$ cat src/rtl/scram_pkg.sv
// Definitions shared by the scrambler and descrambler ends of the link:
// sync FSM states, LFSR polynomial, default seed and the 16-bit parallel keystream.
package scram_pkg;

    typedef enum logic [1:0] {
        ST_SEARCH = 2'd0,
        ST_VERIFY = 2'd1,
        ST_LOCKED = 2'd2
    } sync_state_e;

    // x^16 + x^5 + x^4 + x^3 + 1
    localparam logic [16:0] SCRAM_POLY         = 17'h1_0039;
    localparam logic [15:0] SCRAM_SEED_DEFAULT = 16'hFFFF;

    // Fibonacci form: s[15] is the oldest bit and leaves first; term x^k taps s[k-1].
    function automatic logic scram_feedback(input logic [15:0] s);
        return s[15] ^ (^(s[14:0] & SCRAM_POLY[15:1]));
    endfunction

    function automatic logic [15:0] scram_keystream(input logic [15:0] state);
        logic [15:0] s;
        logic [15:0] ks;
        s  = state;
        ks = '0;
        for (int i = 0; i < 16; i++) begin
            ks = {ks[14:0], s[15]};
            s  = {s[14:0], scram_feedback(s)};
        end
        return ks;
    endfunction

    function automatic logic [15:0] scram_next(input logic [15:0] state);
        logic [15:0] s;
        s = state;
        for (int i = 0; i < 16; i++) begin
            s = {s[14:0], scram_feedback(s)};
        end
        return s;
    endfunction

endpackage

$ cat src/rtl/descram_lfsr.sv
// Keystream LFSR for the descrambler: seed load has priority over a 16-bit parallel step.
module descram_lfsr
    import scram_pkg::*;
#(
    parameter logic [15:0] SEED = SCRAM_SEED_DEFAULT
) (
    input  logic        clk,
    input  logic        rst,
    input  logic        seed_load,
    input  logic        step_en,
    output logic [15:0] state
);

    logic [15:0] state_q;
    logic [15:0] state_d;

    always_comb begin
        state_d = state_q;
        if (seed_load) begin
            state_d = SEED;
        end else if (step_en) begin
            state_d = scram_next(state_q);
        end
    end

    always_ff @(posedge clk) begin
        if (rst) begin
            state_q <= SEED;
        end else begin
            state_q <= state_d;
        end
    end

    assign state = state_q;

endmodule

$ cat src/rtl/descrambler_sync.sv
// Frame-synchronising descrambler: hunts for TRAIN_WORD at slot 0, locks after LOCK_CNT hits.
// Define DESCRAM_ERR_CNT_EN to add the err_clr/err_cnt saturating slot-0 miss counter.
module descrambler_sync
    import scram_pkg::*;
#(
    parameter int              WIDTH      = 16,
    parameter logic [WIDTH-1:0] TRAIN_WORD = 16'h4A5F,
    parameter int              PERIOD     = 64,
    parameter int              LOCK_CNT   = 4,
    parameter int              MISS_MAX   = 3,
    parameter logic [15:0]     LFSR_SEED  = SCRAM_SEED_DEFAULT
) (
    input  logic             clk,
    input  logic             rst,
    input  logic             in_valid,
    input  logic [WIDTH-1:0] in_data,
    output logic             out_valid,
    output logic [WIDTH-1:0] out_data,
    output logic             locked
`ifdef DESCRAM_ERR_CNT_EN
    ,
    input  logic             err_clr,
    output logic [7:0]       err_cnt
`endif
);

    localparam int SLOT_W = (PERIOD > 1) ? $clog2(PERIOD) : 1;
    localparam int HIT_W  = $clog2(LOCK_CNT + 1);
    localparam int MISS_W = $clog2(MISS_MAX + 1);
    localparam logic [SLOT_W-1:0] LAST_SLOT = SLOT_W'(PERIOD - 1);

    sync_state_e       state_q, state_d;
    logic [SLOT_W-1:0] slot_q, slot_d, slot_next;
    logic [HIT_W-1:0]  hit_q, hit_d, hit_inc;
    logic [MISS_W-1:0] miss_q, miss_d, miss_inc;
    logic              out_valid_q, out_valid_d;
    logic [WIDTH-1:0]  out_data_q, out_data_d;
    logic              locked_q, locked_d;
    logic              seed_load, lfsr_step;
    logic [15:0]       lfsr_state, keystream;
    logic              is_train, at_train_slot;

    descram_lfsr #(
        .SEED (LFSR_SEED)
    ) u_lfsr (
        .clk       (clk),
        .rst       (rst),
        .seed_load (seed_load),
        .step_en   (lfsr_step),
        .state     (lfsr_state)
    );

    assign keystream     = scram_keystream(lfsr_state);
    assign is_train      = (in_data == TRAIN_WORD);
    assign at_train_slot = (slot_q == '0);
    assign slot_next     = (slot_q == LAST_SLOT) ? '0 : slot_q + 1'b1;
    assign hit_inc       = hit_q + 1'b1;
    assign miss_inc      = miss_q + 1'b1;

    // Slot-0 words are never forwarded and never step the LFSR; only data slots do.
    always_comb begin
        state_d     = state_q;
        slot_d      = slot_q;
        hit_d       = hit_q;
        miss_d      = miss_q;
        out_valid_d = 1'b0;
        out_data_d  = out_data_q;
        seed_load   = 1'b0;
        lfsr_step   = 1'b0;
        if (in_valid) begin
            case (state_q)
                ST_SEARCH: begin
                    if (is_train) begin
                        seed_load = 1'b1;
                        slot_d    = SLOT_W'(1);
                        hit_d     = HIT_W'(1);
                        state_d   = ST_VERIFY;
                    end
                end
                ST_VERIFY: begin
                    slot_d = slot_next;
                    if (at_train_slot) begin
                        if (is_train) begin
                            seed_load = 1'b1;
                            hit_d     = hit_inc;
                            if (hit_inc == HIT_W'(LOCK_CNT)) begin
                                state_d = ST_LOCKED;
                                miss_d  = '0;
                            end
                        end else begin
                            state_d = ST_SEARCH;
                            hit_d   = '0;
                        end
                    end else begin
                        lfsr_step = 1'b1;
                    end
                end
                ST_LOCKED: begin
                    slot_d = slot_next;
                    if (at_train_slot) begin
                        if (is_train) begin
                            seed_load = 1'b1;
                            miss_d    = '0;
                        end else if (miss_inc == MISS_W'(MISS_MAX)) begin
                            state_d = ST_SEARCH;
                            miss_d  = '0;
                            hit_d   = '0;
                        end else begin
                            miss_d = miss_inc;
                        end
                    end else begin
                        lfsr_step   = 1'b1;
                        out_valid_d = 1'b1;
                        out_data_d  = in_data ^ WIDTH'(keystream);
                    end
                end
                default: begin
                    state_d = ST_SEARCH;
                end
            endcase
        end
        locked_d = (state_d == ST_LOCKED);
    end

    always_ff @(posedge clk) begin
        if (rst) begin
            state_q     <= ST_SEARCH;
            slot_q      <= '0;
            hit_q       <= '0;
            miss_q      <= '0;
            out_valid_q <= 1'b0;
            out_data_q  <= '0;
            locked_q    <= 1'b0;
        end else begin
            state_q     <= state_d;
            slot_q      <= slot_d;
            hit_q       <= hit_d;
            miss_q      <= miss_d;
            out_valid_q <= out_valid_d;
            out_data_q  <= out_data_d;
            locked_q    <= locked_d;
        end
    end

    assign out_valid = out_valid_q;
    assign out_data  = out_data_q;
    assign locked    = locked_q;

`ifdef DESCRAM_ERR_CNT_EN
    logic [7:0] err_cnt_q, err_cnt_d;
    logic       err_incr;

    // A clear in the same cycle as a miss wins.
    always_comb begin
        err_incr  = in_valid && (state_q == ST_LOCKED) && at_train_slot && !is_train;
        err_cnt_d = err_cnt_q;
        if (err_clr) begin
            err_cnt_d = '0;
        end else if (err_incr && (err_cnt_q != 8'hFF)) begin
            err_cnt_d = err_cnt_q + 8'd1;
        end
    end

    always_ff @(posedge clk) begin
        if (rst) begin
            err_cnt_q <= '0;
        end else begin
            err_cnt_q <= err_cnt_d;
        end
    end

    assign err_cnt = err_cnt_q;
`endif

endmodule
$ cat config.mk
export PLATFORM = sky130hd
export DESIGN_NAME = descrambler_sync
export DESIGN_NICKNAME = d
export VERILOG_FILES = /design/src/rtl/scram_pkg.sv /design/src/rtl/descram_lfsr.sv /design/src/rtl/descrambler_sync.sv
export SDC_FILE = /design/constraint.sdc
export NUM_CORES = 1
export LEC_CHECK = 0
export ABC_AREA = 1
export CORE_MARGIN = 1
export CORE_UTILIZATION = 57
export DETAILED_ROUTE_END_ITERATION = 16
export MAX_ROUTING_LAYER = met4
export PLACE_DENSITY = 0.81
export SLEW_MARGIN = 0
export SYNTH_ARGS = -nofsm -noshare
export SYNTH_HDL_FRONTEND = slang
export SYNTH_HIERARCHICAL = 1
export SYNTH_SLANG_ARGS = --single-unit
$ cat constraint.sdc
create_clock -name clk -period 2.5 [get_ports clk]
set_input_delay 0.625 -clock clk [delete_from_list [all_inputs] [get_ports clk]]
set_output_delay 0.625 -clock clk [all_outputs]
set_load 0.005 [all_outputs]
==> results of run 1 <==
[metal layers]
layer / vias up / track usage / wire [µm]
li1: 1592 / - / -
met1: 1425 / 0.329 / 3370
met2: 65 / 0.480 / 3690
met3: 12 / 0.0419 / 206
met4: 0 / 0.0942 / 126
met5: - / - / 0
[critical path: cells and delay by family]
kind | cells | cell delay, ns
AO/OA/AOI/OAI | 2 | 0.33
AND/OR/NAND/NOR | 5 | 0.68
buffers and inverters | 2 | 0.77
[timing repair]
action	in CTS	in global routing
endpoints found under the hold margin	0	0
gates resized for setup	0	6
endpoints found under the setup margin	0	3
[cell families after synthesis]
family,after synthesis
flops,47
xor+xnor,26
buf+inv,79
compound gates,75
fa+ha+maj,8
simple gates,238
[power by group]
| group | total, mW | leakage [nW] | switching (mW) | internal [mW] |
|---|---|---|---|---|
| Combinational | 0.0897 | 1.26 | 0.0460 | 0.0437 |
| Sequential | 0.748 | 0.377 | 0.00000216 | 0.748 |
| Clock | 0.448 | 0.0477 | 0.256 | 0.192 |
| Total | 1.29 | 1.68 | 0.302 | 0.983 |
[sequential cells by signal, indices dropped and copies added, names as in the netlist]
register,cells
locked,1
miss_q,2
out_valid,1
slot_q,6
u_lfsr/state,16
state_q,2
hit_q,3
out_data,16
[how the worst min path moves through the flow]
stage,start,end,depth (start not counted)
floorplan,miss_q[1],miss_q[1],2
detailed placement,miss_q[1],miss_q[1],2
finish,miss_q[1],miss_q[1],2
global route,miss_q[1],miss_q[1],2
global placement,miss_q[1],miss_q[1],2
CTS,miss_q[1],miss_q[1],2
[cell type report]
class / count / area (µm²) / share of cell area
sequential: 47 / 947 / 0.256
clock inverter: 3 / 15.0 / 0.00405
timing repair buffer: 44 / 420 / 0.113
multi-input combinational: 347 / 1910 / 0.515
tap: 70 / 87.6 / 0.0236
inverter: 69 / 259 / 0.0699
clock buffer: 5 / 68.8 / 0.0186
[metrics by stage]
step	utilization	hold slack, ns	instance area [µm²]
after global placement	0.690	0.473	3620
after detailed placement	0.690	0.477	3620
after floorplan	-	0.452	3170
final	0.708	0.491	3710
after global routing	0.708	0.516	3710
after CTS	0.706	0.495	3700
[layout by cell type, fill, tap and decap left out]
cell type                         count
sky130_fd_sc_hd__nor2_2               3
sky130_fd_sc_hd__nand4_1              3
sky130_fd_sc_hd__nand2_1             99
sky130_fd_sc_hd__nand3_1             42
sky130_fd_sc_hd__clkdlybuf4s50_1     36
sky130_fd_sc_hd__xor2_2               1
sky130_fd_sc_hd__a21oi_1             32
sky130_fd_sc_hd__nor2_4               2
sky130_fd_sc_hd__nor3_4               1
sky130_fd_sc_hd__clkinv_1             2
sky130_fd_sc_hd__clkinv_2             3
sky130_fd_sc_hd__nor3_1               4
sky130_fd_sc_hd__nor3_2               1
sky130_fd_sc_hd__dfxtp_2              5
sky130_fd_sc_hd__nor2_1              38
sky130_fd_sc_hd__a211oi_1             3
sky130_fd_sc_hd__inv_2                9
sky130_fd_sc_hd__nand3b_1             1
sky130_fd_sc_hd__o211ai_1             3
sky130_fd_sc_hd__xor2_1               4
sky130_fd_sc_hd__xnor2_1             21
sky130_fd_sc_hd__nand2_4              6
sky130_fd_sc_hd__a211oi_2             1
sky130_fd_sc_hd__o21ai_0             29
sky130_fd_sc_hd__nor3b_1              1
sky130_fd_sc_hd__nand2_2             30
sky130_fd_sc_hd__buf_4                8
sky130_fd_sc_hd__o21ai_1              6
sky130_fd_sc_hd__a31oi_1              1
sky130_fd_sc_hd__nand3_2              6
sky130_fd_sc_hd__inv_1               58
sky130_fd_sc_hd__clkbuf_8             5
sky130_fd_sc_hd__ha_1                 8
sky130_fd_sc_hd__dfxtp_1             42
sky130_fd_sc_hd__nand4_2              1
==> results.md, run 1 <==
- Fraction of final layout cells with drive strength greater than 1: 0.159
- Class of the tightest hold or removal check: flip-flop to flip-flop
- Ant. Diodes: 0
- Count of unresolved DRC violations after routing: 0
- Fraction of post-synthesis cell area in the top cell type by area: 0.297
- Max incr delay on CP: between 0.4 and 0.5 ns
- Critical register-to-register path endpoint: u_lfsr/state[1]
- Post-synthesis share of cell area spent on xor and xnor gates: 0.0742
- Overall routing resource usage: 0.278
- Post-Synthesis Cell Area: 3170 µm²
- Launch point of the worst path: in_data[2]
- Cell count of the worst reg-to-reg path: 18
- Buffer type at the clock tree root: sky130_fd_sc_hd__clkbuf_8
- Width of the chip: 76.6 µm
- Capturing element type of the critical path: flip-flop
- Total via count after detailed routing: 3094
- Cell breakdown of the critical path: clkdlybuf4s50_1, nand4_1, nor2_1, nand2_1, nor3_1, nor2_1, clkinv_1, a21oi_1, o21ai_0
- Power density over cell area: 347 nW/µm²
- Antenna viol nets, final: 0
- Fin crit share: 0.893
- Data arrival time at the worst-slack endpoint: 2.40 ns
- Setup crit start kind: input port
- Vias per std cell: 5.29
- Mapped Nets: 500
- Post-CTS setup buffer count: 0
- Worst setup path class: input port to flip-flop
- Crit Reg-Reg Startpoint: u_lfsr/state[2]
- Number of warnings reported in the yosys synthesis log: 6
- Hold buffer count at cts: 0
- Global-route wire length before repair: ~13000 µm
- Final critical delay including setup and external delays: approximately 2.2 ns
- Final setup violating endpoints: 0
- Top flip-flop cell by instance count after synthesis: sky130_fd_sc_hd__dfxtp_1
- Portion of the post-synthesis area used by sequential elements: 0.297
- Number of H-tree branching levels: 2
- Final setup TNS: 0 ns
- Maximum number of pins on one net before global-route repair: 19
- Compound-gate portion of the synthesized area: 0.126
- Maximum Capacitance Violations: 0
- Post-synth ARST share: 0
- Minimum setup slack in the final design: 0.269 ns
- Clock network latency to the later pin of the worst-skew pair: 0.30 ns
- Result of the run: completed
- Setup Slack @ Placement: 0.0482 ns
- Post-detailed-route wirelength per cell: 12.6 µm
- Area contributors post-synth: sky130_fd_sc_hd__dfxtp_1 30%, sky130_fd_sc_hd__nand2_1 12%, sky130_fd_sc_hd__inv_1 7.0%
- Clock net sink count: 47
- CP max FO: 10
- Top-count cell post-synth: sky130_fd_sc_hd__nand2_1
- Number of synthesized flops with an enable pin: 0
- Height of the die: between 70 and 80 µm
- Final RePlAce weighted congestion: ~0.88
- Starting DRT DRC Count: between 150 and 200
- Dominant combinational cell family by area after synthesis: simple AND/OR/NAND/NOR gates
- Most frequent cell on the critical path: sky130_fd_sc_hd__nor2_1
- R2R setup slack: between 0.2 and 0.3 ns
- Power Total: 1.29 mW
- Core Box Area: 5240 µm²
- Starting density of the core: 0.605
- Detailed Route WL: 7390 µm
- Inserted Clock Buffers: 5
- Number of placement rows: 26
- Clock transition at the register clock pins on the worst setup and hold paths after CTS: 0.08 ns
- Headroom to the max-slew limit: 0.782
- Data required time of the worst path: 2.67 ns
- Instance count of the mapped netlist: 473
- Antenna violations before repair: 0
- Sum of overflow across all layers after global routing: 0
- Iteration count of the initial detailed-routing pass: 4
- Synth unique cells: 34
- Area growth from synthesis to layout: 16.9%
- Post-layout instance count excluding filler cells: around 590
- Standard cell with the maximum stage delay on the critical path: sky130_fd_sc_hd__clkdlybuf4s50_1
- List of most frequent post-synthesis cells: 99 x sky130_fd_sc_hd__nand2_1, 59 x sky130_fd_sc_hd__inv_1, 47 x sky130_fd_sc_hd__dfxtp_1
- Fill cell total of the finished layout: between 400 and 500
- Final setup skew: approximately 0.0085 ns
- Highest ir drop seen on vdd: between 0.2 and 0.3 mV
- Average footprint of a synthesized cell: between 6 and 7 µm²
- Number of hold violations in the final report: 0
- Endpoint of the worst setup timing path: u_lfsr/state[13]
- Library cell occupying the most area in the post-synthesis netlist: sky130_fd_sc_hd__dfxtp_1
- Die Outline Area: 5860 µm²
- Setup repair after global routing missed its margin: no
- Maximum operating frequency: 448 MHz
- Leakage: ~1.7 nW
- Post-detailed-placement half-perimeter wirelength: 5870 µm
- CTS Buffer Depth: 2
- Area share of and/or/nand/nor cells after synthesis: 0.370
- CTS tree: done
- Synth Area in Adders: 0.0316
- Number of max-slew violations in the final report: 0
- Ports placed on the boundary: 37
- Share of synthesized area spent on multiplexers: 0
- Actual transition at the worst max-transition pin: 0.327 ns
- Number of cells in the design after placement: 577
- Port Buffers: 36
- Number of synthesized register bits: 47
- Vias in the first global route: 2873
- Layout net count: 541
Note: power is estimated with default switching activity, not from simulation.
==> inputs of run 2 (changes only) <==
Settings changed: ABC_CLOCK_PERIOD_IN_PS from default to 2500, CORE_MARGIN 1 to 2.
==> run 2 against run 1 <==
Against the previous run:
- die area rose by 5.3%
- total power grew 1.6%
- hold slack lost 0.0020 ns
- utilization down 2.4 points
- global-route usage decreased by 2.5 points
- largest cell class unchanged
==> results.md, run 2 (synthesis gave the netlist of run 1 again) <==
- Result of the run: completed
- Number of hold violations in the final report: 0
- Leakage: 1.69 nW
- Post-layout instance count excluding filler cells: 585
- Final RePlAce weighted congestion: 0.921
- Number of max-slew violations in the final report: 0
- Antenna violations before repair: 0
- Total via count after detailed routing: 3048
- CTS Buffer Depth: 2
- Internal power contribution: 1.01 mW
- Maximum number of pins on one net before global-route repair: 34
- Clock network latency to the later pin of the worst-skew pair: 0.30 ns
- Number of H-tree branching levels: 2
- Most common cell after layout, fill and taps aside: sky130_fd_sc_hd__nand2_1
- Actual transition at the worst max-transition pin: 0.346 ns
- Antenna viol nets, final: 0
- Starting DRT DRC Count: 95
- Switching share of power: 0.226
- Placed inst area: approximately 3600 µm²
- Number of cells in the design after placement: 578
- Final Core Density: 0.683
- Fin crit share: 0.895
- Overall routing resource usage: 0.253
- Layout net count: 540
- Width of the chip: 78.6 µm
- Power Total: 1.31 mW
- Cell area after layout: 3720 µm²
- Commonest cells after routing, fill and taps aside: 99 x sky130_fd_sc_hd__nand2_1, 59 x sky130_fd_sc_hd__inv_1, 42 x sky130_fd_sc_hd__nand3_1, 42 x sky130_fd_sc_hd__dfxtp_1, 38 x sky130_fd_sc_hd__nor2_1
- CP max FO: 10
- Clock transition at the register clock pins on the worst setup and hold paths after CTS: ~0.09 ns
- Combinational fraction of design power: 0.069
- CTS tree: done
- Portion of total power attributed to sequential cells: 0.573
- Data arrival time at the worst-slack endpoint: 2.42 ns
- Maximum Capacitance Violations: 0
- Vias in the first global route: 2825
- Setup crit start kind: flip-flop
- Setup repair after global routing missed its margin: no
- Iteration count of the initial detailed-routing pass: 4
- Worst hold margin: approximately 0.5 ns
- Worst setup path class: flip-flop to flip-flop
- Post-detailed-route wirelength per cell: 12.3 µm
- Buffer type at the clock tree root: sky130_fd_sc_hd__clkbuf_8
- Ports placed on the boundary: 37
- Vias per std cell: 5.21
- Height of the die: 78.6 µm
- Final critical delay including setup and external delays: 2.24 ns
- Maximum operating frequency: ~450 MHz
- Post-detailed-placement half-perimeter wirelength: around 5700 µm
- Starting density of the core: 0.583
- Ant. Diodes: 0
- Setup Slack @ Placement: around 0.097 ns
- Final setup skew: 0.00692 ns
- Final setup violating endpoints: 0
- Highest ir drop seen on vdd: 0.198 mV
- Class of the tightest hold or removal check: flip-flop to flip-flop
- Detailed Route WL: 7170 µm
- Area growth from synthesis to layout: 17.3%
- Clock network fraction of total power: 0.358
- Fraction of final layout cells with drive strength greater than 1: 0.154
- Capturing element type of the critical path: flip-flop
- Core Box Area: 5440 µm²
- Port Buffers: 36
- Minimum setup slack in the final design: roughly 0.26 ns
- Clock net sink count: 47
- Post-CTS setup buffer count: 0
- Global-route wire length before repair: around 12000 µm
- Power density over cell area: 351 nW/µm²
- Number of placement rows: 27
- Headroom to the max-slew limit: 0.769
- Data required time of the worst path: 2.69 ns
- R2R setup slack: 0.26 ns
- Die Outline Area: 6170 µm²
- Sum of overflow across all layers after global routing: 0
- Count of unresolved DRC violations after routing: 0
- Final setup TNS: 0 ns
- Net switching power of the design: 295 µW
- Inserted Clock Buffers: 5
## run 2: power by group through the flow
stage	registers, mW	logic [mW]	clock network, mW
after floorplan	0.765	0.0369	0
after global placement	0.765	0.0894	0
after detailed placement	0.765	0.0901	0
final	0.748	0.0907	0.467
after CTS	0.748	0.0905	0.477
after global routing	0.748	0.0985	0.510
## run 2: final timing paths
check	start	to	cells after the start
min	miss_q[1]	miss_q[1]	2
max reg2reg	u_lfsr/state[2]	u_lfsr/state[1]	18
min reg2reg	miss_q[1]	miss_q[1]	2
max	u_lfsr/state[2]	u_lfsr/state[1]	18
## run 2: per-layer routing
layer  GRT usage  vias to the layer above  share of wire
met5           -                        -              0
met1       0.311                     1403           0.46
li1            -                     1590              -
met4      0.0825                        0          0.015
met2       0.423                       47           0.49
met3      0.0437                        8          0.028
## run 2: layout make-up
type | count | area (µm²)
Timing Repair Buffer | 43 | 425
Sequential cell | 47 | 947
Fill cell | 473 | 1720
Multi-Input combinational cell | 347 | 1910
Clock inverter | 1 | 5.00
Tap cell | 72 | 90.1
Clock buffer | 6 | 82.6
Inverter | 69 | 259
## run 2: critical path, cell delays in order, from the launching register on
cell and delay [ns]:
sky130_fd_sc_hd__dfxtp_2 0.45, sky130_fd_sc_hd__inv_1 0.10, sky130_fd_sc_hd__nand2_1 0.07, sky130_fd_sc_hd__nand2_1 0.06
sky130_fd_sc_hd__nand2_2 0.11, sky130_fd_sc_hd__nand2_4 0.08, sky130_fd_sc_hd__nand2_1 0.07, sky130_fd_sc_hd__nand3_1 0.10
sky130_fd_sc_hd__nand2_2 0.12, sky130_fd_sc_hd__inv_1 0.06, sky130_fd_sc_hd__nand2_1 0.08, sky130_fd_sc_hd__nand2_1 0.12
sky130_fd_sc_hd__nand2_1 0.10, sky130_fd_sc_hd__nand3_1 0.09, sky130_fd_sc_hd__nand2_2 0.12, sky130_fd_sc_hd__xor2_2 0.20
sky130_fd_sc_hd__nand2_1 0.08, sky130_fd_sc_hd__nand2_1 0.06, sky130_fd_sc_hd__nand3_1 0.07
## run 2: repair_timing
action / in CTS / in global routing
resized for setup: 0 / 5
setup endpoints to repair: 0 / 4
hold buffers: 0 / 0
==> inputs of run 3 (changes only) <==
Settings changed: ABC_AREA 1 to default, CORE_UTILIZATION 57 to 56, PLACE_DENSITY 0.81 to 0.8.
==> run 3 against run 2 <==
Against the previous run:
- die area is 3.5% lower
- global-route usage rose by 0.36 points
- combinational power rose by 10%
==> results.md, run 3 <==
- Vias in the first global route: around 2500
- Highest ir drop seen on vdd: between 0.2 and 0.25 mV
- Mapped Nets: approximately 350
- Most common cell after layout, fill and taps aside: sky130_fd_sc_hd__dfxtp_1
- Number of synthesized register bits: 47
- Number of hold violations in the final report: 0
- Instance count of the mapped netlist: roughly 320
- Combinational fraction of design power: 0.075
- Clock net sink count: 47
- Final setup violating endpoints: 0
- Number of H-tree branching levels: 2
- Capturing element type of the critical path: flip-flop
- Ant. Diodes: 0
- Layout net count: just over 400
- Clock network latency to the later pin of the worst-skew pair: 0.31 ns
- Portion of total power attributed to sequential cells: 0.559
- Commonest cells after routing, fill and taps aside: 47 x sky130_fd_sc_hd__dfxtp_1, 43 x sky130_fd_sc_hd__xnor2_1, 33 x sky130_fd_sc_hd__buf_4
- Clock transition at the register clock pins on the worst setup and hold paths after CTS: 0.10 ns
- Number of warnings reported in the yosys synthesis log: 6
- Synth unique cells: 57
- Number of cells traversed by the worst hold path: 2
- Result of the run: completed
- Cell count of the worst reg-to-reg path: 6
- Final setup skew: 0.00956 ns
- Starting DRT DRC Count: slightly below 200
- Final critical delay including setup and external delays: 2.47 ns
- Crit Reg-Reg Startpoint: u_lfsr/state[13]
- Post-layout instance count excluding filler cells: approximately 450
- Internal power contribution: 1.00 mW
- CTS tree: done
- Count of unresolved DRC violations after routing: 0
- Clock network fraction of total power: 0.366
- Maximum Capacitance Violations: 0
- Library cell occupying the most area in the post-synthesis netlist: sky130_fd_sc_hd__dfxtp_1
- Iteration count of the initial detailed-routing pass: 4
- Area growth from synthesis to layout: 26.5%
- Total via count after detailed routing: between 2000 and 3000
- Final Core Density: 0.738
- Data arrival time at the worst-slack endpoint: 2.72 ns
- Number of synthesized flops with an enable pin: 0
- Port Buffers: 36
- Width of the chip: 77.2 µm
- Class of the tightest hold or removal check: flip-flop to flip-flop
- Area contributors post-synth: sky130_fd_sc_hd__dfxtp_1 31%, sky130_fd_sc_hd__xnor2_1 13%, sky130_fd_sc_hd__xnor3_1 4.5%
- Maximum operating frequency: ~400 MHz
- Height of the die: between 70 and 80 µm
- List of most frequent post-synthesis cells: 47 x sky130_fd_sc_hd__dfxtp_1, 43 x sky130_fd_sc_hd__xnor2_1, 23 x sky130_fd_sc_hd__a21oi_1, 23 x sky130_fd_sc_hd__nor2_1, 20 x sky130_fd_sc_hd__o21ai_0
- Hold buffer count at cts: 0
- CP max FO: 2
- WHS Endpoint: out_data[9]
- Critical register-to-register path endpoint: u_lfsr/state[0]
- Fraction of post-synthesis cell area in the top cell type by area: 0.314
- Switching share of power: 0.250
- Fraction of final layout cells with drive strength greater than 1: 0.167
- Fin crit share: 0.988
- Sum of overflow across all layers after global routing: 0
- Ports placed on the boundary: 37
- Top flip-flop cell by instance count after synthesis: sky130_fd_sc_hd__dfxtp_1
- Antenna viol nets, final: 0
- Top-count cell post-synth: sky130_fd_sc_hd__dfxtp_1
- Power density over cell area: 353 nW/µm²
- Headroom to the max-slew limit: 0.543
- Die Outline Area: 5950 µm²
- Worst hold margin: 0.509 ns
- Post-synth ARST share: 0
- Post-detailed-route wirelength per cell: between 15 and 20 µm
- Net switching power of the design: 335 µW
- Starting density of the core: 0.583
- Global-route wire length before repair: between 10000 and 15000 µm
- Final RePlAce weighted congestion: 0.862
- Actual transition at the worst max-transition pin: 0.666 ns
- Detailed Route WL: 7290 µm
- Number of cells in the design after placement: 441
- Post-detailed-placement half-perimeter wirelength: 5420 µm
- Antenna violations before repair: 0
- CTS Buffer Depth: 2
- Fill cell total of the finished layout: approximately 380
- Leakage: roughly 1.5 nW
- Setup crit start kind: input port
- Portion of the post-synthesis area used by sequential elements: 0.314
- Overall routing resource usage: 0.257
- Maximum number of pins on one net before global-route repair: 33
- Number of placement rows: 26
- Average footprint of a synthesized cell: 9.25 µm²
- Worst setup path class: input port to flip-flop
- Inserted Clock Buffers: 5
- Buffer type at the clock tree root: sky130_fd_sc_hd__clkbuf_8
- Number of max-slew violations in the final report: 0
- Post-Synthesis Cell Area: between 2000 and 3000 µm²
- Vias per std cell: between 5 and 6
- R2R setup slack: 0.23 ns
- Data required time of the worst path: 2.75 ns
- Core Box Area: 5140 µm²
- Setup repair after global routing missed its margin: yes
- Hold Path Origin: out_data[9]
[run 3: cell types whose count changed after synthesis, moves of 12 or more]
cell / previous run / this run
sky130_fd_sc_hd__clkbuf_1: 3 / 16
sky130_fd_sc_hd__nand2_1: 99 / 10
sky130_fd_sc_hd__inv_1: 59 / 12
sky130_fd_sc_hd__xnor2_1: 21 / 43
sky130_fd_sc_hd__a211oi_1: 3 / 17
sky130_fd_sc_hd__nand3_1: 42 / 5
sky130_fd_sc_hd__nand2_2: 30 / 0
sky130_fd_sc_hd__nor2_1: 38 / 23
sky130_fd_sc_hd__and3_1: 0 / 12
[run 3: logic make-up after synthesis]
| group | after synthesis | share of synthesized area |
|---|---|---|
| buf+inv | 33 | 0.0463 |
| simple gates | 86 | 0.170 |
| fa+ha+maj | 8 | 0.0334 |
| xor+xnor | 64 | 0.242 |
| compound gates | 84 | 0.187 |
| flops | 47 | 0.314 |
| mux | 2 | 0.00710 |
[run 3: routing by layer]
layer,track usage,up-vias,wire [µm]
met3,0.0447,12,263
met4,0.0732,0,109
met1,0.333,1250,3380
met2,0.414,67,3540
met5,-,-,0
li1,-,1266,-
[run 3: how the worst max path moves through the flow]
stage                start         to  slack [ns]  cells past startpoint
2_1_floorplan  in_data[13]   hit_q[1]        0.17                      5
3_3_place_gp   in_data[13]     locked       -0.39                      6
3_5_place_dp   in_data[13]     locked       -0.44                      6
4_1_cts         in_data[5]   hit_q[1]        0.01                      7
5_1_grt         in_data[4]  slot_q[3]       -0.02                      6
6_report       in_data[13]   hit_q[1]        0.03                      7
[run 3: power by group through the flow]
stage          Clock (mW)  Sequential (mW)  Combinational, mW
5_1_grt             0.532            0.748              0.106
6_report            0.490            0.748              0.100
4_1_cts             0.491            0.748             0.0968
3_5_place_dp            0            0.765             0.0976
2_1_floorplan           0            0.765             0.0347
3_3_place_gp            0            0.765             0.0956
[run 3: area by class of cell]
| cell class | count | area (µm²) | share of cell area |
|---|---|---|---|
| clock buffers | 5 | 68.8 | 0.0181 |
| clock inverters | 3 | 25.0 | 0.00660 |
| inverters | 12 | 45.0 | 0.0119 |
| multi-input cells | 244 | 1960 | 0.518 |
| flip-flops and latches | 47 | 941 | 0.248 |
| well taps | 70 | 87.6 | 0.0231 |
| repair buffers | 72 | 662 | 0.175 |
[run 3: metrics by stage]
| stage | setup TNS (ns) | setup WS, ns | cell area, µm² | total power [mW] |
|---|---|---|---|---|
| final | 0 | 0.0298 | 3790 | 1.34 |
| after global placement | -4.94 | -0.386 | 3620 | 0.861 |
| after CTS | 0 | 0.0139 | 3740 | 1.34 |
| after global routing | -0.0407 | -0.0151 | 3790 | 1.39 |
| after floorplan | 0 | 0.169 | 3000 | 0.800 |
| after detailed placement | -6.59 | -0.439 | 3620 | 0.863 |
[run 3: repair_timing]
item	in CTS	in global routing
setup endpoints to repair	7	7
buffers inserted	2	2
pin swaps	2	7
gates cloned	0	0
gates resized for setup	6	8
[run 3: worst max-delay path, cell delays in order]
cell and delay [ns]:
sky130_fd_sc_hd__dlygate4sd2_1 0.26, sky130_fd_sc_hd__or4b_4 0.57, sky130_fd_sc_hd__buf_6 0.15, sky130_fd_sc_hd__o41ai_4 0.37, sky130_fd_sc_hd__o211ai_2 0.14, sky130_fd_sc_hd__or4b_1 0.48, sky130_fd_sc_hd__a21oi_1 0.13
